[src/rtl/cdc_app_pkg.sv]
`default_nettype none
// +--------------------------------------------------------------------+
// | cdc_app_pkg : character constants and per-byte echo transform      |
// | Rev 1.0                                                            |
// +--------------------------------------------------------------------+
package cdc_app_pkg;

  localparam logic [7:0] CHR_A_UC    = 8'h41;
  localparam logic [7:0] CHR_Z_UC    = 8'h5A;
  localparam logic [7:0] CHR_0       = 8'h30;
  localparam logic [7:0] CHR_8       = 8'h38;
  localparam logic [7:0] CHR_9       = 8'h39;
  localparam logic [7:0] CASE_OFFSET = 8'h20;

  // Uppercase folds to lowercase; digits rotate up by one, '9' wrapping to '0'.
  function automatic logic [7:0] xform_byte(input logic [7:0] b, input logic en);
    logic [7:0] r;
    r = b;
    if (en) begin
      if (b >= CHR_A_UC && b <= CHR_Z_UC)
        r = b + CASE_OFFSET;
      else if (b >= CHR_0 && b <= CHR_8)
        r = b + 8'd1;
      else if (b == CHR_9)
        r = CHR_0;
    end
    return r;
  endfunction

endpackage
`default_nettype wire

[src/rtl/cdc_app_fifo.sv]
`default_nettype none
// +--------------------------------------------------------------------+
// | cdc_app_fifo : DEPTH-1 entry byte FIFO, sync write, head readable   |
// | Rev 1.0                                                            |
// +--------------------------------------------------------------------+
module cdc_app_fifo #(
  parameter int DEPTH = 16
) (
  input  logic       clk_i,
  input  logic       rstn_i,
  input  logic       push_i,
  input  logic [7:0] wdata_i,
  input  logic       pop_i,
  output logic [7:0] rdata_o,
  output logic       full_o,
  output logic       empty_o
);

  localparam int ENTRIES = DEPTH - 1;
  localparam int AW      = $clog2(DEPTH);
  localparam int PW      = AW + 1;
  localparam logic [AW-1:0] c_last_addr = AW'(ENTRIES - 1);

  logic [7:0]    r_mem [ENTRIES];
  logic [PW-1:0] r_wr_ptr;
  logic [PW-1:0] r_rd_ptr;

  // Slot count is not a power of two: wrap the address by hand and flip the extra bit.
  function automatic logic [PW-1:0] ptr_inc(input logic [PW-1:0] p);
    if (p[AW-1:0] == c_last_addr)
      return {~p[AW], {AW{1'b0}}};
    return p + PW'(1);
  endfunction

  assign empty_o = (r_wr_ptr == r_rd_ptr);
  assign full_o  = (r_wr_ptr[AW-1:0] == r_rd_ptr[AW-1:0]) && (r_wr_ptr[AW] != r_rd_ptr[AW]);
  assign rdata_o = r_mem[r_rd_ptr[AW-1:0]];

  always_ff @(posedge clk_i) begin
    if (push_i)
      r_mem[r_wr_ptr[AW-1:0]] <= wdata_i;
  end

  always_ff @(posedge clk_i) begin
    if (!rstn_i) begin
      r_wr_ptr <= '0;
      r_rd_ptr <= '0;
    end else begin
      if (push_i)
        r_wr_ptr <= ptr_inc(r_wr_ptr);
      if (pop_i)
        r_rd_ptr <= ptr_inc(r_rd_ptr);
    end
  end

  a_no_overflow: assert property (@(posedge clk_i) disable iff (!rstn_i) !(push_i && full_o));
  a_no_underflow: assert property (@(posedge clk_i) disable iff (!rstn_i) !(pop_i && empty_o));

endmodule
`default_nettype wire

[src/rtl/cdc_echo_app.sv]
`default_nettype none
// +--------------------------------------------------------------------+
// | cdc_echo_app : USB CDC echo stage - buffer, transform, return bytes |
// | Rev 1.0                                                            |
// +--------------------------------------------------------------------+
module cdc_echo_app
  import cdc_app_pkg::*;
#(
  parameter int   DEPTH         = 16,
  parameter logic XFORM_DEFAULT = 1'b1
) (
  input  logic                     clk_i,
  input  logic                     rstn_i,
  input  logic [7:0]               out_data_i,
  input  logic                     out_valid_i,
  output logic                     out_ready_o,
  output logic [7:0]               in_data_o,
  output logic                     in_valid_o,
  input  logic                     in_ready_i,
  input  logic                     xform_set_i,
  input  logic                     xform_val_i,
  output logic [$clog2(DEPTH):0]   level_o,
  output logic                     activity_o
);

  localparam int LW = $clog2(DEPTH) + 1;
  localparam logic [LW-1:0] c_full_level = LW'(DEPTH);

  logic          r_xform_en;
  logic          r_out_ready;
  logic          r_in_valid;
  logic [7:0]    r_in_data;
  logic [LW-1:0] r_level;
  logic          r_activity;

  logic          w_push;
  logic          w_pop;
  logic          w_slot_free;
  logic [7:0]    w_xdata;
  logic          w_ram_push;
  logic          w_ram_pop;
  logic [7:0]    w_ram_data;
  logic          w_ram_full;
  logic          w_ram_empty;
  logic [LW-1:0] w_level_nxt;

  assign w_push      = out_valid_i & r_out_ready;
  assign w_pop       = r_in_valid & in_ready_i;
  assign w_slot_free = ~r_in_valid | in_ready_i;
  assign w_xdata     = xform_byte(out_data_i, r_xform_en);

  // The output register only bypasses the RAM when the RAM holds nothing older.
  assign w_ram_pop  = w_slot_free & ~w_ram_empty;
  assign w_ram_push = w_push & ~(w_slot_free & w_ram_empty);

  cdc_app_fifo #(
    .DEPTH (DEPTH)
  ) u_fifo (
    .clk_i   (clk_i),
    .rstn_i  (rstn_i),
    .push_i  (w_ram_push),
    .wdata_i (w_xdata),
    .pop_i   (w_ram_pop),
    .rdata_o (w_ram_data),
    .full_o  (w_ram_full),
    .empty_o (w_ram_empty)
  );

  always_comb begin
    w_level_nxt = r_level;
    case ({w_push, w_pop})
      2'b10:   w_level_nxt = r_level + LW'(1);
      2'b01:   w_level_nxt = r_level - LW'(1);
      default: w_level_nxt = r_level;
    endcase
  end

  always_ff @(posedge clk_i) begin
    if (!rstn_i) begin
      r_xform_en  <= XFORM_DEFAULT;
      r_out_ready <= 1'b0;
      r_in_valid  <= 1'b0;
      r_in_data   <= 8'h00;
      r_level     <= '0;
      r_activity  <= 1'b0;
    end else begin
      if (xform_set_i)
        r_xform_en <= xform_val_i;
      r_level     <= w_level_nxt;
      // Registered from the next level so a pop while full never admits a same-cycle push.
      r_out_ready <= (w_level_nxt != c_full_level);
      if (w_push)
        r_activity <= ~r_activity;
      if (w_slot_free) begin
        if (!w_ram_empty) begin
          r_in_valid <= 1'b1;
          r_in_data  <= w_ram_data;
        end else if (w_push) begin
          r_in_valid <= 1'b1;
          r_in_data  <= w_xdata;
        end else begin
          r_in_valid <= 1'b0;
        end
      end
    end
  end

  assign out_ready_o = r_out_ready;
  assign in_valid_o  = r_in_valid;
  assign in_data_o   = r_in_data;
  assign level_o     = r_level;
  assign activity_o  = r_activity;

  a_push_when_ready: assert property (@(posedge clk_i) disable iff (!rstn_i)
    !(w_push && !out_ready_o));
  a_level_bound: assert property (@(posedge clk_i) disable iff (!rstn_i)
    (r_level <= c_full_level) && !(w_ram_full && !r_in_valid));

endmodule
`default_nettype wire

[config.mk]
export PLATFORM = sky130hd
export DESIGN_NAME = cdc_echo_app
export DESIGN_NICKNAME = d
export VERILOG_FILES = /design/src/rtl/cdc_app_pkg.sv /design/src/rtl/cdc_app_fifo.sv /design/src/rtl/cdc_echo_app.sv
export SDC_FILE = /design/constraint.sdc
export NUM_CORES = 1
export LEC_CHECK = 0
export CAP_MARGIN = 10
export CORE_UTILIZATION = 35
export CTS_CLUSTER_DIAMETER = 200
export DETAILED_ROUTE_END_ITERATION = 8
export GPL_ROUTABILITY_DRIVEN = 0
export SYNTH_ARGS = -nofsm -noshare
export SYNTH_HDL_FRONTEND = slang
export SYNTH_SLANG_ARGS = --single-unit
[constraint.sdc]
create_clock -name clk_i -period 3.45 [get_ports clk_i]
set_input_delay 0.69 -clock clk_i [delete_from_list [all_inputs] [get_ports clk_i]]
set_output_delay 0.69 -clock clk_i [all_outputs]
set_load 0.03 [all_outputs]
==> results.md <==
- Commonest cells after routing, fill and taps aside: 120 x edfxtp_1, 35 x buf_4, 30 x dfxtp_1
- Status: completed
- Max cap viols: 0
- Max Fclk: 0.321 GHz
- Syn_nets: 461
- Pre-Repair DR Iteration Count: 6
- Part of the cycle the worst path needs: 0.903
- PortBufs: 29
- Max-slew violation count: 0
- Die ar.: 18,900 um2
- Clock Latency Late Sink: 0.42 ns
- Starting density of the core: 0.357
- Die Width: 137 um
- Kind of critical path: input pin to register
- Combinational share of power: 0.195
- Asr flop ratio synth: 0
- First-pass GRT wire length: 22.3 mm
- Drt total wl: 14.9 mm
- Startpoint types: input pin
- Register area share after synthesis: 0.658
- FF-to-FF path depth: 7
- Clock buffers created by TritonCTS: 17
- Commonest non-fill, non-tap cell in the layout: edfxtp_1
- CP max-delay cell: clkdlybuf4s50_1
- Clk root buf: clkbuf_16
- Hold crit path type: register to register
- Number of setup buffers added after CTS: 0
- GRT Residual Overflow: 0
- Internal power: 3640 uW
- Via/cell ratio: 5.32
- # hold bufs at CTS: 0
- Clock Path Buffers: 2
- Critical Path, Cell by Cell: clkdlybuf4s50_1, inv_1, ha_1, nor4b_2, o21ai_0, a21oi_1, or3b_4, a22oi_1, inv_1
- Power per cell area: 643 nW/um2
- Fin area: 7770 um2
- Sequential Power Share: 0.434
- RSZ-0062 raised after global routing: false
- DRT iter0 DRCs: 352
- Layout cells sized above 1: 0.202
- Yosys warns: 0
- Fin crit period: 3.11 ns
- Flop-to-flop setup slack: 0.66 ns
- Pwr Total: 5000 uW
- FF-to-FF Start: u_fifo.r_wr_ptr[3]$_SDFFE_PN0P_
- Antenna diode count: 0
- Vias in the first global route: 3,783
- Worst hold endpoint: activity_o$_SDFFE_PN0P_
- Row Count: 49
- CTS tree: yes
- Hold slack: 0.523 ns
- Worst setup EP type: register
- Number of synthesized flops with an enable pin: 120
- Final hold viol count: 0
- Crit path DAT: 3.21 ns
- DR vias: 3,935
- Endpoints failing setup: 0
- Drt drc: 0
- Slowest stage delay, CP: 0.47 ns
- Largest net degree at the start of global routing: 20
- Final net count: 519
- Lkg Pwr: 0.00255 uW
- Cell count after placement: 707
- Hpwl dp: 9.93 mm
- WP data required: 3.55 ns
- Ports: 30
- Final Skew: 0.0105 ns
- Hold path cells: 2
- Placed cell area: 7190 um2
- Layout area overhead: 21.1%
- Chip height: 137 um
- Synth Flop Type: edfxtp_1
- Actual slew at the worst max-slew pin: 0.762 ns
- Initial antenna violation count: 0
- Non-Filler Instances: 739
- Clock Pin Slew Worst Setup and Hold Paths: 0.06 ns
- Sw Ratio: 0.272
- Post_cts resized: 0
- Synth Cell Area: 6420 um2
- Most frequent CP cell: inv_1
- H-tree Lvls: 4
- Peak supply drop: 0.342 mV
- Clk network pwr share: 0.371
- Syn_area_per_cell: 14.6 um2
- Routed wire per std cell: 20.2 um
- R2r endpoint: u_fifo.r_mem[0][2]$_DFFE_PP_
- DRT antenna net count: 0
- Core area: 18,000 um2
- Yosys reg bits: 151
- Worst Hold Launch: activity_o$_SDFFE_PN0P_
- Net Sw Power: 1360 uW
- Post-synth cell types: 57
- Synthesized instance count: 439
- TritonCTS Sinks: 151
- Slew headroom: 0.492
- GR Util All Layers: 0.170
- Worst-path fanout max: 15
-- worst max-delay path by stage --
stage / to / slack [ns] / startpoint / cells after the start
2_1_floorplan: u_fifo.r_mem[0][2]$_DFFE_PP_ / 0.63 / out_data_i[0] / 6
3_3_place_gp: u_fifo.r_mem[14][1]$_DFFE_PP_ / 0.12 / out_data_i[0] / 9
3_5_place_dp: u_fifo.r_mem[12][1]$_DFFE_PP_ / -0.01 / out_data_i[6] / 9
4_1_cts: u_fifo.r_mem[8][1]$_DFFE_PP_ / 0.41 / out_data_i[6] / 9
5_1_grt: u_fifo.r_mem[2][1]$_DFFE_PP_ / 0.15 / out_data_i[6] / 9
6_report: u_fifo.r_mem[8][1]$_DFFE_PP_ / 0.34 / out_data_i[6] / 9
-- layout make-up --
cell class              count  area [um2]
fillers                  1577       10200
flip-flops and latches    151        4230
multi-input cells         251        2060
repair buffers             65         573
clock buffers              20         437
well taps                 229         287
clock inverters            12         151
inverters                  11        41.3
-- state kept, by name (all words and copies together), names as in the netlist, named ones only --
name             cells
u_fifo.r_wr_ptr      5
in_data_o            8
in_valid_o           1
level_o              5
u_fifo.r_mem       120
r_xform_en           1
out_ready_o          1
activity_o           1
u_fifo.r_rd_ptr      5
-- metrics by stage --
step	setup WS, ns	TNS, ns	util
6_report	0.336	0	0.433
2_1_floorplan	0.634	0	-
4_1_cts	0.414	0	0.433
3_5_place_dp	-0.0110	-0.158	0.400
5_1_grt	0.149	0	0.433
3_3_place_gp	0.124	0	0.400
-- power groups by stage --
stage	sequential, uW	clock (uW)	combinational (uW)
CTS	2170	1870	982
global placement	2210	0	980
finish	2170	1850	976
detailed placement	2210	0	980
global route	2180	1940	1050
floorplan	2230	0	606
-- cell families after synthesis --
family | Yosys count | share of synthesized area
XOR/XNOR | 15 | 0.0205
AO/OA/AOI/OAI | 83 | 0.0846
adder cells (fa/ha/maj) | 8 | 0.0156
AND/OR/NAND/NOR | 104 | 0.0818
flip-flops | 151 | 0.658
multiplexers | 41 | 0.117
buffers and inverters | 37 | 0.0224
-- critical path, delay by kind of cell --
kind                       cells  cell delay [ns]
and+or+nand+nor                2             0.80
AOI/OAI and AO/OA              3             0.69
adders and majority gates      1             0.14
buffers and inverters          3             0.89
-- synthesized netlist by cell type (all sizes together), types with 7 or more instances --
| cell | count | area [um2] |
|---|---|---|
| a21oi | 19 | 95.1 |
| a31oi | 11 | 68.8 |
| clkbuf | 21 | 78.8 |
| dfxtp | 31 | 621 |
| edfxtp | 120 | 3600 |
| ha | 8 | 100 |
| inv | 10 | 37.5 |
| mux2i | 13 | 130 |
| mux4 | 27 | 608 |
| nand2 | 29 | 109 |
| nor2 | 28 | 105 |
| nor3 | 7 | 35.0 |
| o21ai | 18 | 90.1 |
| xnor2 | 11 | 96.3 |
-- metal layers --
layer / track usage / part of all wire
met1: 0.230 / 0.46
met2: 0.259 / 0.47
met3: 0.0361 / 0.047
met4: 0.0824 / 0.024
met5: 0 / 0
No activity file was read; power rests on OpenSTA's default activity.
